--- config.mk ---
export PLATFORM = sky130hd
export DESIGN_NAME = exu_chn_arb_flat
export DESIGN_NICKNAME = d
export VERILOG_FILES = /design/src/rtl/exu_chn_arb_pkg.sv /design/src/rtl/exu_chn_arb_if.sv /design/src/rtl/exu_chn_arb_pick.sv /design/src/rtl/exu_chn_arb.sv /design/src/flat_wrapper.sv
export SDC_FILE = /design/constraint.sdc
export NUM_CORES = 1
export LEC_CHECK = 0
export CAP_MARGIN = 20
export CORE_MARGIN = 5
export CORE_UTILIZATION = 35
export CTS_BUF_LIST = sky130_fd_sc_hd__clkbuf_4
export DETAILED_ROUTE_END_ITERATION = 8
export PLACE_DENSITY = 0.64
export SYNTH_ARGS = -nofsm -noshare
export SYNTH_HDL_FRONTEND = slang
export SYNTH_SLANG_ARGS = --single-unit
--- constraint.sdc ---
create_clock -name clk -period 1.4 [get_ports clk]
set_input_delay 0.42 -clock clk [delete_from_list [all_inputs] [get_ports clk]]
set_output_delay 0.42 -clock clk [all_outputs]
set_load 0.05 [all_outputs]
--- src/rtl/exu_chn_arb_pkg.sv ---
// exu_chn_arb shared types.
// chn_idx_t is sized for the widest supported channel count.
package exu_arb_pkg;

  localparam int unsigned ARB_CHN_MAX = 8;

  typedef logic [$clog2(ARB_CHN_MAX)-1:0] chn_idx_t;

  typedef enum logic [0:0] {
    ARB_IDLE  = 1'b0,
    ARB_GRANT = 1'b1
  } arb_state_e;

endpackage

--- src/rtl/exu_chn_arb_if.sv ---
// GPR-port arbitration bundle between exec channels and exu_chn_arb.
// master = channel side, slave = arbiter side.
interface exu_chn_arb_if #(
  parameter int unsigned CHN_NUM = 2
);

  localparam int unsigned IW = $clog2(CHN_NUM);

  logic [CHN_NUM-1:0] req;
  logic [CHN_NUM-1:0] done;
  logic               err_clr;
  logic [CHN_NUM-1:0] chn_sels;
  logic               busy;
  logic [IW-1:0]      gnt_idx;
  logic               hold_err;

  modport master (
    output req, done, err_clr,
    input  chn_sels, busy, gnt_idx, hold_err
  );

  modport slave (
    input  req, done, err_clr,
    output chn_sels, busy, gnt_idx, hold_err
  );

endinterface

--- src/rtl/exu_chn_arb_pick.sv ---
// Combinational round-robin picker: first requester at or
// after i_ptr, searching upward modulo CHN_NUM.
module exu_rr_pick #(
  parameter int unsigned CHN_NUM = 2
) (
  input  logic [CHN_NUM-1:0]         i_req,
  input  logic [$clog2(CHN_NUM)-1:0] i_ptr,
  output logic                       o_any,
  output logic [$clog2(CHN_NUM)-1:0] o_idx
);

  localparam int unsigned IW = $clog2(CHN_NUM);

  function automatic logic [IW-1:0] cand(
    input logic [IW-1:0] p,
    input int             k
  );
    return IW'((int'(p) + k) % int'(CHN_NUM));
  endfunction

  // Walk from the far end so the nearest hit is written last.
  always_comb begin
    o_any = 1'b0;
    o_idx = '0;
    for (int k = CHN_NUM - 1; k >= 0; k--) begin
      if (i_req[cand(i_ptr, k)]) begin
        o_any = 1'b1;
        o_idx = cand(i_ptr, k);
      end
    end
  end

endmodule

--- src/rtl/exu_chn_arb.sv ---
// Round-robin owner of the shared EXU GPR ports; registered
// one-hot chn_sels plus a sticky hold-time watchdog.
module exu_chn_arb
  import exu_arb_pkg::*;
#(
  parameter int unsigned CHN_NUM  = 2,
  parameter int unsigned HOLD_MAX = 64
) (
  input  logic        clk,
  input  logic        rst_n,
  exu_chn_arb_if.slave bus
);

  localparam int unsigned IW = $clog2(CHN_NUM);
  localparam int unsigned CW = $clog2(HOLD_MAX + 1);
  localparam logic [CW-1:0] CNT_MAX  = CW'(HOLD_MAX);
  localparam logic [CW-1:0] CNT_PRE  = CW'(HOLD_MAX - 1);
  localparam logic [IW-1:0] IDX_LAST = IW'(CHN_NUM - 1);

  arb_state_e         r_state;
  logic [CHN_NUM-1:0] r_sels;
  logic [IW-1:0]      r_idx;
  logic [IW-1:0]      r_ptr;
  logic [CW-1:0]      r_cnt;
  logic               r_hit;
  logic               r_err;

  logic               w_grant;
  logic               w_rel;
  logic               w_inc;
  logic               w_any;
  logic [IW-1:0]      w_nxt_ptr;
  logic [IW-1:0]      w_pick_ptr;
  logic [IW-1:0]      w_idx;

  assign w_grant    = (r_state == ARB_GRANT);
  assign w_rel      = w_grant & bus.done[r_idx];
  assign w_inc      = w_grant & ~w_rel & (r_cnt != CNT_MAX);
  assign w_nxt_ptr  = (r_idx == IDX_LAST) ? '0 : r_idx + 1'b1;
  // On release, arbitrate from the post-release pointer.
  assign w_pick_ptr = w_grant ? w_nxt_ptr : r_ptr;

  exu_rr_pick #(
    .CHN_NUM (CHN_NUM)
  ) u_pick (
    .i_req (bus.req),
    .i_ptr (w_pick_ptr),
    .o_any (w_any),
    .o_idx (w_idx)
  );

  always_ff @(posedge clk or negedge rst_n) begin
    if (!rst_n) begin
      r_state <= ARB_IDLE;
      r_sels  <= '0;
      r_idx   <= '0;
      r_ptr   <= '0;
      r_cnt   <= '0;
      r_hit   <= 1'b0;
      r_err   <= 1'b0;
    end else begin
      // One-shot pulse on reaching HOLD_MAX keeps err_clr usable.
      r_hit <= w_inc & (r_cnt == CNT_PRE);
      if (r_hit) begin
        r_err <= 1'b1;
      end else if (bus.err_clr) begin
        r_err <= 1'b0;
      end
      if (w_rel) begin
        r_ptr <= w_nxt_ptr;
      end
      if (!w_grant || w_rel) begin
        r_cnt <= '0;
        if (w_any) begin
          r_state <= ARB_GRANT;
          r_sels  <= {{(CHN_NUM-1){1'b0}}, 1'b1} << w_idx;
          r_idx   <= w_idx;
        end else begin
          r_state <= ARB_IDLE;
          r_sels  <= '0;
          r_idx   <= '0;
        end
      end else if (w_inc) begin
        r_cnt <= r_cnt + 1'b1;
      end
    end
  end

  assign bus.chn_sels = r_sels;
  assign bus.busy     = w_grant;
  assign bus.gnt_idx  = r_idx;
  assign bus.hold_err = r_err;

endmodule

--- src/flat_wrapper.sv ---
// flat-port wrapper written by rule: the top's interface ports become plain ports
module exu_chn_arb_flat import exu_arb_pkg::*;
#(
  parameter int unsigned CHN_NUM  = 2,
  parameter int unsigned HOLD_MAX = 64
)
  (clk, rst_n, bus_req, bus_done, bus_err_clr, bus_chn_sels, bus_busy, bus_gnt_idx, bus_hold_err);
  exu_chn_arb_if #(.CHN_NUM(CHN_NUM)) bus_i ();
  input  logic clk;
  input  logic rst_n;
  input wire logic [$bits(bus_i.req)-1:0] bus_req;
  input wire logic [$bits(bus_i.done)-1:0] bus_done;
  input wire logic [$bits(bus_i.err_clr)-1:0] bus_err_clr;
  output wire logic [$bits(bus_i.chn_sels)-1:0] bus_chn_sels;
  output wire logic [$bits(bus_i.busy)-1:0] bus_busy;
  output wire logic [$bits(bus_i.gnt_idx)-1:0] bus_gnt_idx;
  output wire logic [$bits(bus_i.hold_err)-1:0] bus_hold_err;
  assign bus_i.req = bus_req;
  assign bus_i.done = bus_done;
  assign bus_i.err_clr = bus_err_clr;
  assign bus_chn_sels = bus_i.chn_sels;
  assign bus_busy = bus_i.busy;
  assign bus_gnt_idx = bus_i.gnt_idx;
  assign bus_hold_err = bus_i.hold_err;
  exu_chn_arb #(.CHN_NUM(CHN_NUM), .HOLD_MAX(HOLD_MAX)) u_core (.clk(clk), .rst_n(rst_n), .bus(bus_i));
endmodule
==> run metrics <==
Critical Path Start=u_core.bus.gnt_idx; Pint=735 µW; global-route wire length before repair=2.31 mm; Tightest Hold Check Type=primary input to asynchronous set/reset pin; r2r setup slk=0.06 ns; Post-synth top cells=dfrtp_1 (13), inv_1 (6), nand2_1 (6); Post-Place Cell Area=901 µm²; Initial DRT Pass Iterations=4; wirelength, routed=1.48 mm; Port Buffers=11; Placer Congestion=0.807; RR Startpoint=u_core.r_cnt[5]; Power Density=1120 nW/µm²; Die Area=2800 µm²; WS Path Type=register to primary output; Required @ worst endpoint=0.98 ns; Sink Count=13; switching power=352 µW; CTS tree=yes; antenna diode count=0; DR WL/cell=12.9 µm; largest net degree at the start of global routing=14; Layout Nets=100; most frequent cell after synthesis=dfrtp_1; clk buf depth=2; total vias in the final route=548; Final Hold Fails=0; Core Area=1750 µm²; Post-Syn Area per Cell=9.78 µm²; post-synth top area share=50.4%; die height=53.0 µm; drt first-iter violations=7; RSZ-0062 raised after global routing=true; actual slew at the worst max-slew pin=0.273 ns; crit path DAT=0.99 ns; I/O pin count=12; Clock power frac=23.8%; sequence of cells on the critical path=buf_12, buf_12; clock root buffer=clkbuf_4; worst-skew pair later-pin latency=0.28 ns; CP Capture Point=bus_chn_sels[1]; vias in the first global route=547; Vias/cell=4.77; Clock transition at path regs=0.08 ns; Tcrit/Tclk final=101%; crit path capture type=primary output; clock skew=0.00273 ns; Reg power frac=41.8%; setup ws final=-0.0100 ns; final instance area=967 µm²; Post-Synthesis Cells=66; Pleak=0.000446 µW; placed wire-length estimate=1.09 mm; initial core utilization=37.0%; Area Overhead vs Synth=49.8%; FF-to-FF path depth=3; Die Width=53.0 µm; Most common cell on crit path=buf_12; slowest stage cell on the critical path=dfrtp_2; Max VDD drop=641 µV; Post-synth EDFFs=0; row count=15; crit-path max FO=3; Yosys reg bits=13; antenna violations before repair=0; Worst slew margin=81.7%; Area contributors post-synth=dfrtp_1 (50%), a21oi_1 (3.9%), ha_1 (3.9%), inv_1 (3.5%), nand2_1 (3.5%); share of layout cells above drive strength 1=31.1%; MaxCap Viol Count=0; H-tree Lvls=1; CTS Buf Count=3; area leader, netlist=dfrtp_1; max incr delay on CP=0.43 ns; Overflow after GRT=0; Synth Flop Type=dfrtp_1; failing checks=setup timing; Post-Syn Area=646 µm²; Synth async-reset ratio=100%; DP Worst Slack=-0.210 ns; r2r endpoint=u_core.r_cnt[3]; Cell variety after synth=24; post-route minimum period=1.41 ns; post-route ant nets=0; post-synthesis sequential area ratio=50.4%; Comb pwr share=34.4%; CP Launch Type=register; synth warn=0; sw frac=32.4%; setup violators final=2; achievable clock frequency=709 MHz; Slew Viols, Final=0; GRT Util Overall=11.6%; Synth Net Count=75; status=finished, violations left; DRC=0
[per-layer routing]
layer  vias to the layer above  global-route usage, %  share of wire (%)
met4                         0                   8.94                3.1
met3                         5                   1.69                1.6
li1                        278                      -                  -
met2                         8                   16.5                 48
met5                         -                      0                  0
met1                       257                   15.6                 47
[power groups by stage]
stage          registers [µW]  clock network [µW]  logic (µW)
2_1_floorplan             499                   0         135
3_3_place_gp              456                   0         342
3_5_place_dp              458                   0         349
4_1_cts                   459                 262         341
5_1_grt                   459                 281         398
6_report                  454                 259         374
[worst min path at each step]
stage | start | end | depth (start not counted) | slack [ns]
floorplan | rst_n | u_core.bus.busy | 0 | 0.12
global placement | u_core.r_hit | u_core.bus.hold_err | 1 | 0.41
detailed placement | u_core.r_hit | u_core.bus.hold_err | 1 | 0.42
CTS | rst_n | u_core.r_cnt[2] | 2 | 0.44
global route | rst_n | u_core.r_ptr | 2 | 0.45
finish | rst_n | u_core.r_cnt[2] | 2 | 0.43
[cells in the final DEF, fill, tap and decap left out, types with 2 or more instances in the layout]
cell / instances
a21oi_1: 5
and2_1: 2
buf_12: 6
buf_4: 10
clkbuf_4: 4
clkdlybuf4s50_1: 6
dfrtp_1: 12
ha_1: 2
inv_1: 6
mux2i_1: 2
nand2_1: 6
nand3_1: 4
nor2_1: 2
nor3_1: 2
nor3_2: 3
o21ai_0: 4
or3_1: 2
xor2_1: 2
[flip-flops by register name, summed over array words and instances (netlist names)]
| signal | count |
|---|---|
| u_core.r_cnt | 7 |
| u_core.bus.busy | 1 |
| u_core.bus.chn_sels | 1 |
| u_core.bus.gnt_idx | 1 |
| u_core.bus.hold_err | 1 |
| u_core.r_hit | 1 |
| u_core.r_ptr | 1 |
[kinds of logic after synthesis]
logic type / share of synthesized area [%]
compound gates: 12.2
xor+xnor: 4.07
fa+ha+maj: 3.88
buf+inv: 5.43
flops: 50.4
mux: 3.10
simple gates: 20.9
[critical path: cells and delay by family (launching register included)]
| kind | cells | cell delay (ns) |
|---|---|---|
| buffers and inverters | 2 | 0.28 |
| DFF | 1 | 0.43 |
[area by class of cell]
cell class,count,area (µm²)
Clock buffer,4,30.0
Fill cell,151,778
Inverter,6,22.5
Multi-Input combinational cell,45,302
Sequential cell,13,327
Tap cell,25,31.3
Timing Repair Buffer,22,255
[timing repair]
action,4_1_cts,5_1_grt
setup buffers,1,1
hold buffers,0,0
pin swaps,0,0
resized for setup,0,3
setup endpoints to repair,2,6
hold endpoints to repair,0,0
[metrics by stage]
step                std cells  setup TNS [ns]  hold slack [ns]  total power, µW  utilization, %
global placement          110           -1.17            0.410              798            51.6
floorplan                  66               0            0.124              634               -
CTS                       114               0            0.437             1060            53.3
detailed placement        110           -1.44            0.419              807            51.6
global route              115         -0.0759            0.447             1140            55.4
finish                    115         -0.0200            0.433             1090            55.4
(Power assumes the default switching activity.)
